===== config.mk =====
export PLATFORM = sky130hd
export DESIGN_NAME = sa_seq
export DESIGN_NICKNAME = d
export VERILOG_FILES = /design/src/rtl/sa_seq.sv
export SDC_FILE = /design/constraint.sdc
export NUM_CORES = 1
export LEC_CHECK = 0
export CORE_MARGIN = 3
export CORE_UTILIZATION = 36
export CTS_BUF_LIST = sky130_fd_sc_hd__clkbuf_16
export CTS_CLUSTER_DIAMETER = 30
export DETAILED_ROUTE_END_ITERATION = 12
export PLACE_DENSITY = 0.55
export SLEW_MARGIN = 20
export SYNTH_ARGS = -nofsm -noshare
export SYNTH_HDL_FRONTEND = slang
export SYNTH_SLANG_ARGS = --single-unit

===== constraint.sdc =====
create_clock -name clk -period 2.1 [get_ports clk]
set_input_delay 0.42 -clock clk [delete_from_list [all_inputs] [get_ports clk]]
set_output_delay 0.42 -clock clk [all_outputs]
set_load 0.02 [all_outputs]

===== src/rtl/sa_seq.sv =====
// sa_seq: sequencer for the NxN int8 output-stationary systolic array.
// Accepts one K-step of operands per cycle (A column + B row) over
// valid/ready. It clears the array accumulators, applies the diagonal input
// skew, counts the drain time and pulses done when the array's c outputs
// hold the final C = A*B.
// Optional feature macro: SA_SEQ_PERF_EN adds the saturating performance
// counters perf_busy_cyc and perf_stall_cyc.
// Reset: rst is asynchronous and active low.

module sa_seq #(
  parameter int N      = 8,   // array dimension
  parameter int DW     = 8,   // operand width per lane
  parameter int KW     = 8,   // width of k_len
  parameter int PE_LAT = 1    // extra cycles from sa input to accumulator update
) (
  input  logic            clk,
  input  logic            rst,
  input  logic            start,
  input  logic [KW-1:0]   k_len,
  output logic            busy,
  output logic            done,
  input  logic            in_valid,
  output logic            in_ready,
  input  logic [N*DW-1:0] a_col,
  input  logic [N*DW-1:0] b_row,
  output logic            sa_rst,
  output logic [N*DW-1:0] sa_a,
  output logic [N*DW-1:0] sa_b
`ifdef SA_SEQ_PERF_EN
  ,
  output logic [31:0]     perf_busy_cyc,
  output logic [31:0]     perf_stall_cyc
`endif
);

  typedef enum logic [2:0] {
    S_IDLE  = 3'd0,
    S_CLEAR = 3'd1,
    S_FEED  = 3'd2,
    S_DRAIN = 3'd3,
    S_DONE  = 3'd4
  } state_t;

  // Cycles from the last step entering the skew stage until the
  // bottom-right PE has accumulated it.
  localparam int DRAIN_CYC = 2*N - 2 + PE_LAT;
  localparam int DCW       = (DRAIN_CYC > 1) ? $clog2(DRAIN_CYC) : 1;

  state_t          state_q, state_d;
  logic [KW-1:0]   k_len_q;     // job length, frozen at accepted start
  logic [KW-1:0]   k_cnt;       // handshakes taken in this job
  logic [DCW-1:0]  drain_cnt;   // cycles spent in DRAIN
  logic            start_acc;
  logic            hs;
  logic            last_step;
  logic            drain_last;
  logic [N*DW-1:0] step_a;
  logic [N*DW-1:0] step_b;

  // start only counts in IDLE; mid-job pulses and k_len changes are ignored.
  assign start_acc  = start && (state_q == S_IDLE);
  assign hs         = in_valid && (state_q == S_FEED);
  assign last_step  = (k_cnt == k_len_q - 1'b1);
  assign drain_last = (drain_cnt == DCW'(DRAIN_CYC - 1));

  // A cycle without a handshake feeds an all-zero step (bubble), which adds
  // nothing to any accumulator but keeps the diagonal alignment intact.
  assign step_a = hs ? a_col : '0;
  assign step_b = hs ? b_row : '0;

  // State register.
  // NOTE: clocked state is always written with non-blocking assignments so
  // every flop samples values from before the edge, independent of block order.
  always_ff @(posedge clk or negedge rst) begin
    if (!rst) state_q <= S_IDLE;
    else      state_q <= state_d;
  end

  // Next-state and status decode.
  // NOTE: every output of this block gets a default before the case so no
  // path leaves a signal unassigned, which would otherwise infer a latch.
  always_comb begin
    state_d  = state_q;
    busy     = 1'b0;
    done     = 1'b0;
    in_ready = 1'b0;
    unique case (state_q)
      S_IDLE: begin
        if (start) state_d = S_CLEAR;
      end
      S_CLEAR: begin
        busy    = 1'b1;
        state_d = (k_len_q == '0) ? S_DONE : S_FEED;
      end
      S_FEED: begin
        busy     = 1'b1;
        in_ready = 1'b1;
        if (hs && last_step) state_d = S_DRAIN;
      end
      S_DRAIN: begin
        busy = 1'b1;
        if (drain_last) state_d = S_DONE;
      end
      S_DONE: begin
        busy    = 1'b1;
        done    = 1'b1;
        state_d = S_IDLE;
      end
      default: state_d = S_IDLE;
    endcase
  end

  // Job length capture, step counter and drain timer.
  always_ff @(posedge clk or negedge rst) begin
    if (!rst) begin
      k_len_q   <= '0;
      k_cnt     <= '0;
      drain_cnt <= '0;
    end else begin
      if (start_acc) begin
        k_len_q <= k_len;
        k_cnt   <= '0;
      end else if (hs) begin
        k_cnt <= k_cnt + 1'b1;
      end
      if (state_q == S_DRAIN) drain_cnt <= drain_cnt + 1'b1;
      else                    drain_cnt <= '0;
    end
  end

  // Accumulator clear: low for the whole CLEAR cycle and during reset, high
  // otherwise, so C stays readable in IDLE after done. Registered from the
  // next state to keep the array's clear glitch-free.
  always_ff @(posedge clk or negedge rst) begin
    if (!rst) sa_rst <= 1'b0;
    else      sa_rst <= (state_d != S_CLEAR);
  end

  // Diagonal skew: lane i of a and lane i of b pass through i+1 registers,
  // the last of which drives sa_a / sa_b directly.
  for (genvar gi = 0; gi < N; gi++) begin : g_lane
    logic [DW-1:0] a_pipe [0:gi];
    logic [DW-1:0] b_pipe [0:gi];

    // Per-lane shift registers.
    // NOTE: these small register arrays are reset explicitly so an aborted
    // job leaves no stale operands to leak into the next one's accumulation.
    always_ff @(posedge clk or negedge rst) begin
      if (!rst) begin
        for (int s = 0; s <= gi; s++) begin
          a_pipe[s] <= '0;
          b_pipe[s] <= '0;
        end
      end else begin
        a_pipe[0] <= step_a[gi*DW +: DW];
        b_pipe[0] <= step_b[gi*DW +: DW];
        for (int s = 1; s <= gi; s++) begin
          a_pipe[s] <= a_pipe[s-1];
          b_pipe[s] <= b_pipe[s-1];
        end
      end
    end

    assign sa_a[gi*DW +: DW] = a_pipe[gi];
    assign sa_b[gi*DW +: DW] = b_pipe[gi];
  end

`ifdef SA_SEQ_PERF_EN
  // Saturating performance counters, restarted by each accepted start.
  always_ff @(posedge clk or negedge rst) begin
    if (!rst) begin
      perf_busy_cyc  <= '0;
      perf_stall_cyc <= '0;
    end else if (start_acc) begin
      perf_busy_cyc  <= '0;
      perf_stall_cyc <= '0;
    end else begin
      if (busy && (perf_busy_cyc != '1))
        perf_busy_cyc <= perf_busy_cyc + 1'b1;
      if ((state_q == S_FEED) && !in_valid && (perf_stall_cyc != '1))
        perf_stall_cyc <= perf_stall_cyc + 1'b1;
    end
  end
`else
  // Performance counters not built: no extra ports or state.
`endif

endmodule


== After elaboration in Yosys (flattened, before gate mapping) ==
Index checks and enable logic that the tools add are counted.

* Register bits after elaboration: 600
* Output and inout port bits: 132
* Word-level logic and storage cells: 107

* Multiplexer cells: 13
* Reductions and logical operators: 7
* Equality and inequality tests: 7
* $add $sub $neg: 3

{| class="wikitable"
|+ Operators with widths
! kind !! count
|-
| 64-bit two-way mux || 2
|-
| 8-bit two-way mux || 2
|-
| 3-bit two-way mux || 4
|-
| 3-bit one-hot mux with 4 select lines || 1
|-
| 8-bit by 1-bit adder with 8-bit output, second input constant || 1
|-
| 8-bit equality test || 1
|-
| 8-bit zero test || 1
|-
| 8-bit by 1-bit subtractor with 8-bit output, second input constant || 1
|-
| 3-bit by 2-bit equality test with 1-bit output, second input constant || 2
|-
| 4-bit by 1-bit adder with 4-bit output, second input constant || 1
|-
| 4-bit equality test, second input constant || 1
|-
| 4-bit two-way mux || 1
|-
| 4-bit OR reduction || 1
|-
| 3-bit by 1-bit equality test with 1-bit output, second input constant || 1
|-
| 3-bit equality test, second input constant || 1
|-
| 1-bit logical AND || 3
|-
| 3-bit zero test || 1
|-
| 1-bit two-way mux || 3
|-
| 3-bit by 1-bit inequality test with 1-bit output, second input constant || 1
|-
| 2-bit nonzero test || 1
|}

== Logic depth before layout (Yosys ltp) ==
Gate-level depths: netlist of run 1.

* Depth in word-level cells: 6
* Gate-level depth with buffers: 7
* Mapped depth without buffers: 7

== Least setup slack after synthesis of run 1 ==
OpenSTA, ideal clock, no wires.

* Path type: register -> register
* From: register k_len_q[2]
* To: register state_q[0]
* Path slack: 580 ps
* Arrival: 1437 ps
* Path buffers: 0
* Stages on the path, launching flop included: 6
* Required time: 2017 ps
* Setup time: 83 ps
* Cell sequence: dfrtp_1 -> or4_4 -> nor2_1 -> xnor2_1 -> nand4_1 -> o21ai_0

* Cells in the longest elaborated chain, start to end: 5

{| class="wikitable"
|+ RTL lines
! element !! RTL line !! text
|-
| from (decl) || 50 || <nowiki>logic [KW-1:0] k_len_q;</nowiki>
|-
| from (signal assigned) || 121 || <nowiki>k_len_q <= k_len;</nowiki>
|-
| 8-bit by 1-bit subtractor with 8-bit output || 63 || <nowiki>assign last_step = (k_cnt == k_len_q - 1'b1);</nowiki>
|-
| 8-bit equality test || 63 ||
|-
| 1-bit logical AND || 98 || <nowiki>if (hs && last_step) state_d = S_DRAIN;</nowiki>
|-
| 3-bit two-way mux || 98 ||
|-
| 3-bit one-hot mux with 4 select lines || 87 || <nowiki>unique case (state_q)</nowiki>
|-
| net state_d[0] || 49 || <nowiki>state_t state_q, state_d;</nowiki>
|-
| to (signal assigned) || 76 || <nowiki>else state_q <= state_d;</nowiki>
|-
| to (decl) || 49 ||
|}

The timed path passes the listed nets, and every way through them passes these cells.
A chain may end at the register's enable or synchronous reset.

== Worst setup path after layout of run 1 ==
* From: register g_lane[3].b_pipe (netlist bit sa_b[29])
* To: output port sa_b[29]

{| class="wikitable"
|+ RTL lines
! element !! RTL line !! text
|-
| from (decl) || 143 || <nowiki>logic [DW-1:0] b_pipe [0:gi];</nowiki>
|-
| from (signal, indexed assignment) || 159 || <nowiki>b_pipe[s] <= b_pipe[s-1];</nowiki>
|-
| to (decl) || 28 || <nowiki>output logic [N*DW-1:0] sa_b</nowiki>
|}

No word-level cell between the ends.

==> impl_metrics.py, run 1 <==
metrics = {
    "outcome": {
        "status": "completed",
    },
    "layout": {
        "fin_area_um2": 24280,
        "diodes": 0,
        "layout.area.seq_um2": 15020,
        "synthToLayoutAreaGrowth_pct": 39.46,
        "num-fill-cells": 3808,
        "final_nets": 1384,
        "multiInputGateArea_um2": 1476,
        "drive_above_1_share_pct": 17.48,
    },
    "cts": {
        "cts_root_buf": "clkbuf_16",
        "numCtsBuffers": 115,
        "clockBufferDepth": 3,
        "cts_sinks": 600,
        "h-tree-depth": 3,
        "clk_pin_slew_ps": 50,
        "cts_tree": "built",
        "clock_latency_ps": 610,
    },
    "worst_setup_path": {
        "crit_slowest_cell": "clkdlybuf4s50_1",
        "worstSetupStartpointType": "flop",
        "crit_fanout": 1,
        "cp_data_arrival_time_ps": 1590,
        "crit_chain": "clkdlybuf4s50_1",
        "crit_type": "reg -> out",
        "crit_family": "buffers and inverters",
        "critPathRequiredTime_ps": 1680,
        "cp.buffers_inverters": 1,
        "critPathMaxStageDelay_ps": 660,
        "cp-end-kind": "output pin",
    },
    "grt": {
        "grt.overflow.total": 0,
        "grt_max_degree": 85,
        "busiest_layer": "met2",
        "met3_usage_pct": 5.239,
        "grt_pass1_vias": 8578,
        "grt.met1_usage_pct": 14.28,
        "grt_pass1_wl_mm": 46.89,
        "grt_util_all_layers_pct": 12.02,
        "antenna_found_initial": 5,
        "grtUsageMet2_pct": 18.93,
    },
    "route": {
        "vias_per_cell": 3.978,
        "detail-route-antenna-nets": 0,
        "drtIter0Drc": 312,
        "dr.pass1.iters": 4,
        "drc": 0,
        "num_vias": 7717,
        "drt-total-wl_mm": 29.09,
        "wl_per_cell_um": 15.00,
    },
    "timing": {
        "fmax_ghz": 0.4965,
        "tightest_slew_ps": 462.5,
        "min_period_over_period_pct": 95.91,
        "final_max_slew_viol_count": 0,
        "setup_viol": 0,
        "fin_crit_ps": 2014,
        "tns_ps": 0,
        "slew_headroom_pct": 69.17,
        "final_hold_viol_count": 0,
        "skew_ps": 20.54,
        "rsz0062_at_grt": "no",
        "worst_slack_ps": 85.80,
    },
    "synthesis": {
        "yosys_warnings": 0,
        "synth_top_area_share_pct": 86.23,
        "synthTopCellsByArea": "dfrtp_1 86%, buf_4 4.9%, and2_1 4.6%",
        "ys_types": 31,
        "synth_seq_cells": 600,
        "netlist_area_um2": 17410,
        "syn_area_per_cell_um2": 18.23,
        "yosysTopAreaCell": "dfrtp_1",
        "synth-seq-area-share_pct": 86.23,
        "synth_cells": 955,
        "synth_nets": 1100,
    },
    "power": {
        "p_leak_nw": 11.81,
        "ir_drop_mv": 0.7858,
        "pwr-share-seq_pct": 40.3,
        "pwr-share-comb_pct": 10.0,
        "switching_share_pct": 23.27,
        "pwr-share-clk_pct": 49.7,
        "power_density_nw_per_um2": 1502,
        "netSwitchingPower_mw": 8.485,
        "p_int_mw": 27.98,
    },
    "floorplan": {
        "die_y_um": 225.9,
        "boundaryPins": 272,
        "core_um2": 47150,
        "die-area_um2": 51040,
        "start_util_pct": 36.93,
        "row_count": 79,
        "die_w_um": 225.9,
    },
    "placement": {
        "gp_congestion": 0.7164,
        "io_buffers": 271,
        "place_ws_ps": 139.1,
        "place_area_um2": 20290,
        "dp_hpwl_mm": 18.36,
    },
    "job": {
        "maxCapViolCount": 0,
    },
    "hold_path": {
        "hold_path.class": "in -> async",
    },
}
[cell type report]
class	count	area share, %
tap	607	3.127
clock inverter	93	4.163
clock buffer	118	12.16
multi-input combinational	219	6.080
timing repair buffer	298	12.56
sequential	600	61.84
inverter	5	0.07728
[power by group through the flow]
stage	Combinational, mW	Clock (mW)	Sequential [mW]
3_3_place_gp	3.70	0	14.8
3_5_place_dp	3.74	0	14.9
4_1_cts	3.73	18.6	14.7
2_1_floorplan	2.33	0	14.7
5_1_grt	4.00	19.2	14.9
6_report	3.66	18.1	14.7
[placed cells by master (no fill, tap or decap), types with 14 or more instances in the layout]
master           count
clkbuf_16          118
nor2_1              16
inv_6               14
clkinv_2            16
buf_4               14
and2_1             129
bufinv_16           17
clkdlybuf4s50_1    258
inv_1               16
dfrtp_1            598
[cell families after synthesis]
kind of cell	synth area share (%)
xor+xnor	1.107
compound gates	0.2874
buf+inv	5.396
mux	0.5030
flops	86.23
simple gates	6.122
fa+ha+maj	0.3593
[registers in the layout (all words and copies together), names as in the netlist]
name,count
k_cnt,8
sa_rst,1
k_len_q,8
drain_cnt,4
sa_a,56
g_lane.b_pipe,232
sa_b,56
state_q,3
g_lane.a_pipe,232
[per-stage QoR]
step	cells	util, %	hold WS, ps	power [mW]
2_1_floorplan	955	-	124.4	16.99
3_3_place_gp	1725	43.03	331.0	18.49
3_5_place_dp	1725	43.03	334.7	18.63
4_1_cts	1937	51.44	297.0	37.07
5_1_grt	1940	51.51	316.0	38.17
6_report	1940	51.51	319.3	36.46
[metal layers]
layer,up-vias,wire length (um)
met5,-,77
met1,3903,11420
li1,3483,-
met4,10,923
met3,91,2258
met2,230,14420
[path summary, 6_finish.rpt]
path | to | slack [ps] | from | depth (start not counted)
setup / recovery | sa_b[29] | 90 | sa_b[29] | 1
hold / removal | sa_b[38] | 320 | rst | 2
setup reg to reg | state_q[0] | 370 | k_len_q[2] | 5
hold reg to reg | g_lane[4].b_pipe[20] | 330 | g_lane[4].b_pipe[28] | 0
max in group asynchronous | state_q[1] | 990 | rst | 3
min in group clk | g_lane[4].b_pipe[20] | 330 | g_lane[4].b_pipe[28] | 0
[what timing repair did]
item | in CTS | in global routing
hold buffers | 1 | 0
pin swaps | 0 | 0
setup buffers | 0 | 3
gates resized for setup | 21 | 4
hold endpoints to repair | 31 | 0
setup endpoints to repair | 11 | 3
[cells in the mapped netlist]
| library cell | number |
|---|---|
| a21o_1 | 1 |
| a21oi_1 | 1 |
| a31oi_1 | 2 |
| and2_1 | 129 |
| and3_1 | 1 |
| and3b_1 | 1 |
| and4_4 | 1 |
| and4bb_1 | 1 |
| buf_2 | 4 |
| buf_4 | 113 |
| clkbuf_1 | 14 |
| dfrtp_1 | 600 |
| ha_1 | 5 |
| inv_1 | 5 |
| mux2_2 | 6 |
| mux2i_1 | 2 |
| nand2_1 | 6 |
| nand3_1 | 4 |
| nand3b_1 | 3 |
| nand3b_2 | 1 |
| nand4_1 | 5 |
| nor2_1 | 17 |
| nor2_4 | 1 |
| nor3_1 | 2 |
| nor3b_1 | 1 |
| nor4b_1 | 1 |
| o21ai_0 | 4 |
| o21ai_1 | 1 |
| or4_4 | 1 |
| xnor2_1 | 11 |
| xor2_1 | 11 |
No activity file was read; power rests on OpenSTA's default activity.
==> inputs of run 2 (changes only) <==
--- a/config.mk
+++ b/config.mk
@@ -9,6 +9,7 @@
 export CORE_UTILIZATION = 36
 export CTS_BUF_LIST = sky130_fd_sc_hd__clkbuf_16
 export CTS_CLUSTER_DIAMETER = 30
+export CTS_CLUSTER_SIZE = 30
 export DETAILED_ROUTE_END_ITERATION = 12
 export PLACE_DENSITY = 0.55
 export SLEW_MARGIN = 20
==> results of run 2 <==
Same layout as run 1: the final DEF is identical, and so are final timing and power.
==> inputs of run 3 (changes only) <==
--- a/config.mk
+++ b/config.mk
@@ -5,6 +5,7 @@
 export SDC_FILE = /design/constraint.sdc
 export NUM_CORES = 1
 export LEC_CHECK = 0
+export CAP_MARGIN = 10
 export CORE_MARGIN = 3
 export CORE_UTILIZATION = 36
 export CTS_BUF_LIST = sky130_fd_sc_hd__clkbuf_16
==> results of run 3 <==
Same layout as run 1: the final DEF is identical, and so are final timing and power.
